### src/rtl/operand_issue.sv
// Operand issue stage: decode, scoreboard, forwarding and the
// one-entry valid/ready operand bundle register.
module operand_issue #(
   parameter logic [15:0] WB_MASK = 16'h0FFF
) (
   input  logic        clk,
   input  logic        rst,
   input  logic [15:0] ins,
   input  logic        ins_valid,
   output logic        ins_ready,
   output logic        out_valid,
   input  logic        out_ready,
   output logic [3:0]  out_op,
   output logic [3:0]  out_rd,
   output logic [15:0] out_a,
   output logic [15:0] out_b,
   input  logic        wb_valid,
   input  logic [3:0]  wb_sel,
   input  logic [15:0] wb_data,
   output logic [3:0]  rf_selRs,
   output logic [3:0]  rf_selRt,
   input  logic [15:0] rf_rs,
   input  logic [15:0] rf_rt,
   output logic        rf_wen,
   output logic [3:0]  rf_selRd,
   output logic [15:0] rf_rd
);

   logic [3:0]  insOp;
   logic [3:0]  insRd;
   logic [3:0]  insRa;
   logic [3:0]  insRb;
   logic        clr;
   logic        wr;
   logic        srcOkA;
   logic        srcOkB;
   logic        dstOk;
   logic        space;
   logic        issue;
   logic [15:0] opA;
   logic [15:0] opB;
   logic [15:0] busy;
   logic [15:0] busyNext;

   // A register is usable when it is R0, idle, or retiring right now.
   function automatic logic regOk(input logic [3:0] r,
                                  input logic [15:0] bsy,
                                  input logic c,
                                  input logic [3:0] sel);
      regOk = (r == 4'd0) || !bsy[r] || (c && sel == r);
   endfunction

   // Operand value with R0 hardwired to zero and same-cycle bypass.
   function automatic logic [15:0] fwd(input logic [3:0] r,
                                       input logic c,
                                       input logic [3:0] sel,
                                       input logic [15:0] wd,
                                       input logic [15:0] rfv);
      if (r == 4'd0)
         fwd = 16'h0000;
      else if (c && sel == r)
         fwd = wd;
      else
         fwd = rfv;
   endfunction

   // Instruction field split and regfile read selectors.
   always_comb begin
      insOp    = ins[15:12];
      insRd    = ins[11:8];
      insRa    = ins[7:4];
      insRb    = ins[3:0];
      rf_selRs = ins[7:4];
      rf_selRt = ins[3:0];
   end

   // Writeback steering; the write port is gated off during reset.
   always_comb begin
      clr      = wb_valid && (wb_sel != 4'd0);
      rf_wen   = rst && clr;
      rf_selRd = wb_sel;
      rf_rd    = wb_data;
   end

   // Hazard checks and the accept handshake.
   always_comb begin
      wr        = WB_MASK[insOp] && (insRd != 4'd0);
      srcOkA    = regOk(insRa, busy, clr, wb_sel);
      srcOkB    = regOk(insRb, busy, clr, wb_sel);
      dstOk     = !wr || regOk(insRd, busy, clr, wb_sel);
      space     = !out_valid || out_ready;
      ins_ready = rst && space && srcOkA && srcOkB && dstOk;
      issue     = ins_valid && ins_ready;
   end

   // Operand selection with writeback forwarding.
   always_comb begin
      opA = fwd(insRa, clr, wb_sel, wb_data, rf_rs);
      opB = fwd(insRb, clr, wb_sel, wb_data, rf_rt);
   end

   // Scoreboard update: retire first, then claim, so a claim wins.
   always_comb begin
      busyNext = busy;
      if (clr)
         busyNext[wb_sel] = 1'b0;
      if (issue && wr)
         busyNext[insRd] = 1'b1;
      busyNext[0] = 1'b0;
   end

   // Scoreboard register.
   always_ff @(posedge clk or negedge rst) begin
      if (!rst)
         busy <= 16'h0000;
      else
         busy <= busyNext;
   end

   // One-entry output bundle: load on issue, drain when taken.
   always_ff @(posedge clk or negedge rst) begin
      if (!rst) begin
         out_valid <= 1'b0;
         out_op    <= 4'd0;
         out_rd    <= 4'd0;
         out_a     <= 16'h0000;
         out_b     <= 16'h0000;
      end else if (issue) begin
         out_valid <= 1'b1;
         out_op    <= insOp;
         out_rd    <= insRd;
         out_a     <= opA;
         out_b     <= opB;
      end else if (out_ready) begin
         out_valid <= 1'b0;
      end
   end

endmodule

### config.mk
export PLATFORM = sky130hd
export DESIGN_NAME = operand_issue
export DESIGN_NICKNAME = d
export VERILOG_FILES = /design/src/rtl/operand_issue.sv
export SDC_FILE = /design/constraint.sdc
export NUM_CORES = 1
export LEC_CHECK = 0
export BUFFER_PORTS_ARGS = -buffer_cell sky130_fd_sc_hd__buf_2
export CORE_MARGIN = 2
export CORE_UTILIZATION = 40
export CTS_CLUSTER_SIZE = 24
export DETAILED_ROUTE_END_ITERATION = 8
export PLACE_DENSITY = 0.7
export SLEW_MARGIN = 20
export SYNTH_ARGS = -nofsm -noshare
export SYNTH_HDL_FRONTEND = slang
export SYNTH_SLANG_ARGS = --single-unit
### constraint.sdc
create_clock -name clk -period 2.3 [get_ports clk]
set_input_delay 0.46 -clock clk [delete_from_list [all_inputs] [get_ports clk]]
set_output_delay 0.46 -clock clk [all_outputs]
set_load 0.02 [all_outputs]
* Word level (Yosys, flattened, before mapping)
Memory sizes are Yosys's and may differ from the RTL's.
Cells that the tools add are included.
** Word-level totals
- Word-level logic and storage cells :: 72
- Memories :: 1
- Flip-flop bits (word level) :: 56
- ROM bits :: 16
** Memories
- (name not given) :: depth 16, width 1, rd ports 1, clocked after Yosys merged registers in 0, write ports 0, line 87 : wr = WB_MASK[insOp] && (insRd != 4'd0);
** Cells by class
- Bitwise gates (word level) :: 3
- $lt $le $gt $ge :: 7
- Muxes and demuxes :: 19
- Equality and inequality tests :: 3
- Reductions and logical operators :: 33
** Operators by type and width (count)
- $mux 16 :: 6
- $lt 4x5->1 const B :: 5
- $and 16x16->16 :: 1
- $not 16->16 :: 1
- $or 16x16->16 :: 1
- $logic_and 1x1->1 :: 14
- $bmux 1 s4 :: 3
- $eq 4x4->1 :: 3
- $logic_not 4->1 :: 3
- $demux 1 s4 :: 2
- $ge 4x1->1 const B :: 2
- $logic_or 1x1->1 :: 8
- $mux 1 :: 8
- $reduce_bool 4->1 :: 2
- $logic_not 1->1 :: 5
- $reduce_bool 2->1 :: 1

* Longest topological paths before layout
Gate-level depths: netlist of run 1.
- Depth after elaboration :: 11
- Gate-level depth with buffers :: 9

* Worst setup path before layout of run 1
Ideal clock, no wire load.
- Path type :: in2reg
- From :: in ins[5]
- To :: reg out_a[10]
- Path slack :: -0.175 ns
- Required time :: 2.175 ns
- Setup time :: 0.125 ns
- Stages on the path :: 9
- Arrival :: 2.350 ns
- Path through :: clkbuf_1 > mux4_2 > mux2i_1 > mux2i_1 > a32oi_1 > nand3_2 > buf_6 > buf_6 > mux2_4
** Between the ends
- Cells in the longest elaborated chain, start to end :: 9
- Elaborated cells on any way between the ends :: 14
- Classes of those cells :: 1 x eq/ne; 4 x mux; 9 x reduce/logical
** RTL lines
- start, declared :: line 8 : input logic [15:0] ins,
- $bmux 1 s4 :: line 50 : regOk = (r == 4'd0) || !bsy[r] || (c && sel == r);
- $mux 1 (implied by the code) :: line 50
- $logic_not 1->1 :: line 50
- $logic_or 1x1->1 (2 in a row) :: line 50
- $logic_and 1x1->1 (3 in a row) :: line 92 : ins_ready = rst && space && srcOkA && srcOkB && dstOk;
- $logic_and 1x1->1 :: line 93 : issue = ins_valid && ins_ready;
- end signal, assigned :: line 132 : out_a <= opA;
- end, declared :: line 15 : output logic [15:0] out_a,
Several ways; a longest one is shown, not always the timed one. The select of a mux whose other input is x is not followed.
A chain may end at the register's enable or synchronous reset.

* Final worst setup path of run 1
- From :: reg busy[11]
- To :: out ins_ready
** Between the ends
- Cells in the longest elaborated chain, start to end :: 8
- Elaborated cells on any way between the ends :: 19
- Classes of those cells :: 6 x mux; 13 x reduce/logical
** RTL lines
- start, declared :: line 42 : logic [15:0] busy;
- start signal, assigned :: line 117 : busy <= busyNext;
- $bmux 1 s4 :: line 50
- $mux 1 (implied by the code) :: line 50
- $logic_not 1->1 :: line 50
- $logic_or 1x1->1 (2 in a row) :: line 50
- $logic_and 1x1->1 (2 in a row) :: line 92
- $logic_and 1x1->1 * :: line 92
- end, declared :: line 10 : output logic ins_ready,
Every way passes the cells marked *; elsewhere a longest branch is shown, timed or not. The select of a mux whose other input is x is not followed.

==> flow_summary.toml, run 1 <==
[sta]
setup_viol = 56
max_clock_freq_mhz = 377
period_share_pct = 115
setup_slack_ns = -0.349
fin_skew_ns = 0.00920
tightest_slew_ns = 0.684
slew_headroom_pct = 54.3
slew_viol_final = 0
fin_crit_ns = 2.65
hold_viol_final = 0
rsz0062_at_grt = "true"

[pwr]
power_leakage_nw = 2.43
p_total_mw = 4.22
internal_power_mw = 2.57
power.density_mw_per_mm2 = 836
power_switching_mw = 1.65
p_seq_share_pct = 37.9
ir_worst_vdd_mv = 0.574
p_sw_share_pct = 39.0
pwr-share-comb_pct = 48.2
p_clk_share_pct = 13.9

[worst_setup_path]
critical_path.endpoint_type = "output pin"
crit_required_ns = 1.84
path_class = "flip-flop to output pin"
r2r_end = "out_op[1]$_DFFE_PN0P_"
r2r_slack_ns = -0.24
rr_worst_depth = 8
cp_max_fo = 4
worst_ep_arrival_time_ns = 2.19
worstSetupStartpoint = "busy[11]$_DFF_PN0_"
startpoint_type = "flip-flop"
endpoint = "ins_ready"
r2r_start = "busy[11]$_DFF_PN0_"

[grt]
grt_use_total_pct = 21.1
grt_max_degree = 31
grt_pass1_vias = 3159
grt_pass1_wl_um = 16300
antenna_found_initial = 0
grt-ovfl-total = 0

[cts]
cts_tree = "yes"
clk_pin_slew_ns = 0.11
cts.htree.levels = 2
cts_made_buffers = 5
cts_max_path_buffers = 2
cts-root-buf = "clkbuf_8"
clock_latency_ns = 0.32
clock-sinks = 56

[layout]
nets = 549
multiInputGateArea_mm2 = 0.00210
seqCellArea_mm2 = 0.00140
antenna_cells = 0
syn_to_final_growth_pct = 39.0
fillers = 756
final_layout_size_suffix_gt1_share_pct = 59.3

[yosys]
synth_compound_area_share_pct = 6.99
netlist_instances = 320
synth_edf_count = 0
synth_fa_ha_area_share_pct = 0
ys_ff_latch = 56
synth.area.mux_share_pct = 32.4
synth_top_family_by_area = "multiplexers"
synthTopCellsByCount = "dfrtp_1, mux2i_1, nor2_1, buf_4, mux2_4"
synth.avg_cell_area_um2 = 11.4
synth_async_sr_flop_share_pct = 100
yosys.area_share.xor_xnor_pct = 2.89
synth_top_area_share_pct = 38.6
netlist_area_mm2 = 0.00363
ys_types = 34
syn_nets = 393
ys.flop_type = "dfrtp_1"
synthMostInstantiatedCell = "dfrtp_1"
yosys_warnings = 0
synth_top_area_cell = "dfrtp_1"
synthTopCellsByArea = "dfrtp_1, mux2i_1, mux2_4"
ys_seq_area_share_pct = 38.6
synth-simple-area-share_pct = 9.44

[drt]
drc = 0
drt_iter0_markers = 150
wl_um = 10500
dr.pass1.iters = 4
drt.antenna.violating_nets = 0
via_per_inst = 5.29
wl_per_cell_um = 18.0
dr_total_vias = 3096

[place]
pre_cts_ws_ns = -0.489
place.gp.congestion = 0.873
port_buffers = 143
dpl.hpwl_um = 7710

[floorplan]
core_mm2 = 0.00876
ioPinCount = 144
start_util_pct = 41.4
num_rows = 34
die_area_mm2 = 0.00986
fp.dieW_um = 99.3
die_h_um = 99.3

[min_path]
min_from = "ins[12]"
holdCritPathClass = "input port to flip-flop"

[run_status]
status = "finished with violations"
failed_checks = "setup timing"

[flow_run]
maxCapViolCount = 0
[final cells by class]
type                            count  share of cell area, %
Timing Repair Buffer              200                   25.8
Inverter                            2                  0.149
Clock inverter                      3                  0.545
Tap cell                          108                   2.68
Sequential cell                    56                   27.8
Multi-Input combinational cell    211                   41.7
Clock buffer                        5                   1.36
[registers in the layout (all words and copies together), names as in the netlist]
name	count
out_a	16
out_b	16
busy	15
out_valid	1
out_rd	4
out_op	4
[per-stage QoR]
stage                     TNS (ns)  cells  hold slack, ns  instance area [µm²]  util (%)
after detailed placement    -19.36    562           0.285                 4560      52.0
after global routing        -13.01    585           0.362                 5050      57.6
after global placement      -14.54    562           0.286                 4560      52.0
after CTS                    -7.88    581           0.355                 4910      56.1
after floorplan              -2.35    320           0.164                 3650         -
final                        -8.65    585           0.369                 5050      57.6
[placed cells by master (no fill, tap or decap), types with 3 or more instances in the layout]
cell type  count
clkbuf_8       5
buf_4         40
o21ai_0       16
buf_2        142
mux2i_1       40
nand4_1        3
xnor2_1        4
o21ai_2        3
nand3b_1       4
buf_6          6
buf_12         8
mux2_2        15
o31ai_4        9
mux4_2        10
nand2b_1       5
nand2_1        7
mux2_4        26
xor2_1         8
nor2_1        33
a21oi_1        3
dfrtp_1       55
[how the worst min path moves through the flow]
stage,to,slack (ns),cells after the start
2_1_floorplan,busy[10]$_DFF_PN0_,0.16,0
5_1_grt,out_op[0]$_DFFE_PN0P_,0.36,2
3_5_place_dp,busy[2]$_DFF_PN0_,0.28,1
4_1_cts,out_op[0]$_DFFE_PN0P_,0.36,2
3_3_place_gp,busy[2]$_DFF_PN0_,0.29,1
6_report,out_op[0]$_DFFE_PN0P_,0.37,2
[power groups by stage]
stage / Sequential, mW / Clock [mW] / Combinational [mW]
after global placement: 1.60 / 0 / 1.80
after detailed placement: 1.61 / 0 / 1.85
after global routing: 1.65 / 0.643 / 2.16
after floorplan: 1.96 / 0 / 0.818
final: 1.60 / 0.588 / 2.03
after CTS: 1.59 / 0.609 / 1.97
[kinds of logic (layout without fill, tap and decap cells)]
family                    Yosys count  count (layout)
DFF                                56              56
muxes                              91              91
AOI/OAI and AO/OA                  40              40
and+or+nand+nor                    68              68
buffers and inverters              53             210
xor gates and xnor gates           12              12
[repair_timing]
action / 4_1_cts / 5_1_grt
resized for setup: 21 / 32
gates cloned: 4 / 1
buffers inserted: 6 / 8
hold endpoints to repair: 1 / 0
setup endpoints to repair: 43 / 57
pin swaps: 3 / 11
hold buffers: 1 / 0
[routing by layer]
| layer | wire length (µm) | track usage (%) | vias up |
|---|---|---|---|
| li1 | - | - | 1434 |
| met1 | 4290 | 27.1 | 1511 |
| met2 | 5370 | 37.3 | 140 |
| met3 | 714 | 2.95 | 11 |
| met4 | 135 | 5.90 | 0 |
| met5 | 0 | 0 | - |
[worst max-delay path, cell delays in order (launching register included)]
cell and delay [ns]:
dfrtp_1 0.45, mux4_2 0.48, mux4_2 0.50, o21ai_4 0.10, nand4_1 0.14, inv_2 0.08, buf_6 0.11
Power figures use the tool's default switching activity.
==> run 2: changes to the inputs <==
--- a/config.mk
+++ b/config.mk
@@ -12,3 +12,3 @@
 export DETAILED_ROUTE_END_ITERATION = 8
-export PLACE_DENSITY = 0.7
+export PLACE_DENSITY = 0.67
 export SLEW_MARGIN = 20
==> constraint.sdc (replaced) <==
create_clock -name clk -period 3.25 [get_ports clk]
set_input_delay 0.65 -clock clk [delete_from_list [all_inputs] [get_ports clk]]
set_output_delay 0.65 -clock clk [all_outputs]
set_load 0.005 [all_outputs]
==> run 2 against run 1 <==
- the flow now finishes without violations
- sequential cell count unchanged
- highest routed layer unchanged
- clock power down 21%
- sequential share of layout area up 4.3 points
- register-to-register slack better by 1.1 ns
- clock skew up 0.0013 ns
- routed wire length down 11%
- combinational power down 54%
- worst setup slack better by 0.61 ns
- cell count down 7.7%
- largest cell class unchanged
- clock-buffer cell count up 1
- hold slack worse by 0.23 ns
==> flow_summary.toml, run 2 (synthesis gave the netlist of run 1 again) <==
[run_status]
status = "complete, no violations"

[drt]
wl_per_cell_um = 17.3
drt.antenna.violating_nets = 0
drc = 0
wl_um = 9370
via_per_inst = 5.40
drt_iter0_markers = 120
dr.pass1.iters = 4
dr_total_vias = 2916

[place]
pre_cts_ws_ns = 0.225
place.gp.congestion = 0.850
port_buffers = 143
dpl.hpwl_um = 7110

[floorplan]
start_util_pct = 41.4
ioPinCount = 144
core_mm2 = 0.00876
die_h_um = 99.3
die_area_mm2 = 0.00986
fp.dieW_um = 99.3
num_rows = 34

[sta]
setup_viol = 0
max_clock_freq_mhz = 335
period_share_pct = 91.8
setup_slack_ns = 0.265
fin_setup_tns_ns = 0
tightest_slew_ns = 0.684
slew_headroom_pct = 54.4
fin_skew_ns = 0.0105
slew_viol_final = 0
rsz0062_at_grt = "false"
fin_hold_ws_ns = 0.136
hold_viol_final = 0
fin_crit_ns = 2.98

[worst_setup_path]
crit_required_ns = 2.60
cp_max_fo = 7
critical_path.endpoint_type = "output pin"
rr_worst_depth = 6
worst_ep_arrival_time_ns = 2.33
startpoint_type = "input port"
r2r_start = "busy[12]$_DFF_PN0_"
path_class = "input port to output pin"
r2r_slack_ns = 0.86
r2r_end = "out_b[7]$_DFFE_PN0P_"

[grt]
antenna_found_initial = 0
grt_max_degree = 56
grt_use_total_pct = 19.1
use_met2_pct = 31.0
grt_pass1_wl_um = 15100
grt-ovfl-total = 0
grt.busiest_layer = "met2"
use_met3_pct = 3.87
grtUsageMet1_pct = 25.5
grt_pass1_vias = 2907

[pwr]
ir_worst_vdd_mv = 0.288
internal_power_mw = 1.76
power_leakage_nw = 2.08
p_clk_share_pct = 18.3
p_seq_share_pct = 44.5
power_switching_mw = 0.770
p_sw_share_pct = 30.5
power.density_mw_per_mm2 = 579
pwr-share-comb_pct = 37.2

[cts]
cts_made_buffers = 5
cts_tree = "yes"
cts_max_path_buffers = 2
clk_pin_slew_ns = 0.09
clock-sinks = 56
cts-root-buf = "clkbuf_8"
clock_latency_ns = 0.31
cts.htree.levels = 2
cts_hold_buf = 0
cts_resized = 0
post_cts_buffers = 0

[min_path]
holdCritPathClass = "input port to async pin"

[layout]
layout_common_cells = "buf_2, dfrtp_1, mux2i_1, nor2_1, mux2_4"
final_layout_size_suffix_gt1_share_pct = 51.2
antenna_cells = 0
largest_registers = "out_a x16, out_b x16, busy x15"
syn_to_final_growth_pct = 20.2
nets = 504
layout_commonest_cell = "buf_2"

[flow_run]
maxCapViolCount = 0
## run 2: worst max path at each step
| stage | from | end | slack (ns) | cells after the start |
|---|---|---|---|---|
| global route | ins[9] | ins_ready | 0.14 | 8 |
| global placement | ins[0] | ins_ready | 0.26 | 7 |
| floorplan | ins[5] | ins_ready | 0.57 | 7 |
| CTS | ins[0] | ins_ready | 0.22 | 7 |
| finish | ins[0] | ins_ready | 0.27 | 7 |
| detailed placement | ins[0] | ins_ready | 0.23 | 7 |
## run 2: layer usage
metal | vias up | share of wire, %
met3 | 14 | 6.7
met4 | 0 | 2.1
met5 | - | 0
met2 | 121 | 48
li1 | 1338 | -
met1 | 1443 | 43
## run 2: area by class of cell
type / count / area, µm²
inverters: 2 / 7.51
multi-input cells: 211 / 1900
repair buffers: 155 / 806
clock buffers: 6 / 72.6
well taps: 108 / 135
fillers: 839 / 4400
clock inverters: 2 / 38.8
flip-flops and latches: 56 / 1400
## run 2: worst max-delay path, cell delays in order
cell and delay [ns]:
buf_2 0.20, mux4_2 0.53, mux4_2 0.48, o21ai_2 0.12
nand4_1 0.15, inv_1 0.08, buf_2 0.12
## run 2: metrics by stage
step / std cells / power, mW / utilization [%] / area, µm²
4_1_cts: 540 / 2.56 / 49.8 / 4370
3_5_place_dp: 532 / 2.08 / 48.5 / 4250
5_1_grt: 540 / 2.69 / 49.8 / 4370
2_1_floorplan: 320 / 1.67 / - / 3630
6_report: 540 / 2.53 / 49.8 / 4370
3_3_place_gp: 532 / 2.06 / 48.5 / 4250
## run 2: power by group through the flow
stage          Sequential (mW)  Clock, mW  Combinational, mW
2_1_floorplan             1.12          0              0.549
3_5_place_dp              1.13          0              0.953
3_3_place_gp              1.12          0              0.934
6_report                  1.12      0.463              0.941
5_1_grt                   1.16      0.511               1.03
4_1_cts                   1.12      0.482              0.956
==> run 3: changes to the inputs <==
PLACE_DENSITY = not set   (was 0.67)
PLACE_DENSITY_LB_ADDON = 0.08   (was not set)
==> run 3 against run 2 <==
- global-route usage barely moved
- combinational power hardly changed
- largest cell class unchanged
- via count is 1.6% lower
- critical path depth unchanged
- hold slack improved by 0.10 ns
- routed wire length increased by 0.38%
- final area rose by 0.17%
- first-iteration DRC count is 23% lower
- highest routed layer unchanged
==> flow_summary.toml, run 3 (synthesis gave the netlist of run 1 again) <==
[pwr]
power_leakage_nw = 2.09
power.density_mw_per_mm2 = 584
p_total_mw = 2.55
ir_worst_vdd_mv = 0.373

[cts]
clk_pin_slew_ns = 0.11
cts_made_buffers = 5
clock-sinks = 56
cts_tree = "yes"
post_cts_buffers = 0
cts_max_path_buffers = 2
cts.htree.levels = 2
clock_latency_ns = 0.31
cts_hold_buf = 0
cts-root-buf = "clkbuf_8"
cts_resized = 0

[sta]
setup_viol = 0
fin_setup_tns_ns = 0
fin_crit_ns = 2.97
tightest_slew_ns = 0.431
max_clock_freq_mhz = 337
hold_viol_final = 0
rsz0062_at_grt = "false"
slew_headroom_pct = 71.1
slew_viol_final = 0
period_share_pct = 91.3
fin_skew_ns = 0.00989

[floorplan]
ioPinCount = 144
start_util_pct = 41.4
die_area_mm2 = 0.00986
fp.dieW_um = 99.3
die_h_um = 99.3
num_rows = 34
core_mm2 = 0.00876

[flow_run]
maxCapViolCount = 0

[drt]
dr_total_vias = 2869
wl_um = 9400
drc = 0
drt.antenna.violating_nets = 0
dr.pass1.iters = 4
via_per_inst = 5.32
wl_per_cell_um = 17.4
drt_iter0_markers = 93

[layout]
final_cells = 539
design_area_mm2 = 0.00437
nets = 503
multiInputGateArea_mm2 = 0.00190
final_layout_size_suffix_gt1_share_pct = 51.3
layout_commonest_cell = "buf_2"
fillers = 864
largest_registers = "out_a x16, out_b x16, busy x15"
antenna_cells = 0
syn_to_final_growth_pct = 20.4
layout_common_cells = "buf_2, dfrtp_1, mux2i_1, nor2_1, mux2_4"
seqCellArea_mm2 = 0.00140

[grt]
grt_pass1_wl_um = 14900
grt-ovfl-total = 0
grt_max_degree = 41
antenna_found_initial = 0
grt_use_total_pct = 19.1
grt_pass1_vias = 2745

[place]
port_buffers = 143
post_dp_cell_area_mm2 = 0.00425
dpl.hpwl_um = 7150
dp_cells = 531
place.gp.congestion = 0.881

[worst_setup_path]
crit_family = "multiplexers"
startpoint_type = "input port"
path_class = "input port to output pin"
critical_path.n_buffers_inverters = 3
critical_path.endpoint_type = "output pin"
cp_slowest_cell = "mux4_2"
cp_max_fo = 7
crit_chain = "buf_2 > mux4_2 > mux4_2 > o21ai_2 > nand4_1 > inv_1 > buf_2"
worst_ep_arrival_time_ns = 2.32
crit_required_ns = 2.60
critPathMaxStageDelay_ns = 0.52

[run_status]
status = "complete, no violations"

[min_path]
holdCritPathClass = "input port to async pin"
## run 3: cell type report
cell class	instances	share of cell area, %
multi-input cells	211	43.4
flip-flops and latches	56	32.0
well taps	108	3.09
inverters	2	0.172
clock inverters	2	0.887
clock buffers	6	1.89
repair buffers	154	18.5
## run 3: final timing paths
check	cells after the start	to	startpoint	slack, ns
min in group clk	1	out_b[15]$_DFFE_PN0P_	out_b[15]$_DFFE_PN0P_	0.51
worst min register to register	1	out_b[15]$_DFFE_PN0P_	out_b[15]$_DFFE_PN0P_	0.51
worst max-delay path	7	ins_ready	ins[0]	0.28
max in group asynchronous	2	out_b[6]$_DFFE_PN0P_	rst	2.35
worst min-delay path	1	busy[6]$_DFF_PN0_	rst	0.24
worst max register to register	6	out_b[4]$_DFFE_PN0P_	busy[15]$_DFF_PN0_	0.74
## run 3: worst reg2reg max path, stage by stage, from the launching register on
cell     delay (ns)
dfrtp_1        0.46
mux4_2         0.49
mux4_2         0.49
o21ai_2        0.12
nand3_2        0.23
buf_12         0.27
mux2_4         0.33
## run 3: layer usage
| layer | global-route usage, % | vias to the layer above | part of all wire [%] |
|---|---|---|---|
| met3 | 3.94 | 10 | 8.7 |
| met4 | 3.79 | 0 | 1.0 |
| li1 | - | 1336 | - |
| met5 | 0 | - | 0 |
| met1 | 27.6 | 1385 | 46 |
| met2 | 29.9 | 138 | 45 |
## run 3: power by group
group / total [mW] / internal (mW) / switching, mW
combinational: 0.940 / 0.569 / 0.372
clock: 0.487 / 0.253 / 0.235
sequential: 1.13 / 0.958 / 0.170
total: 2.55 / 1.78 / 0.776
## run 3: per-stage QoR
step / util, % / hold WS [ns] / setup slack, ns
floorplan: - / 0.354 / 0.566
global placement: 48.5 / 0.483 / 0.287
global route: 49.9 / 0.250 / 0.177
detailed placement: 48.5 / 0.487 / 0.264
CTS: 49.9 / 0.254 / 0.257
finish: 49.9 / 0.241 / 0.283
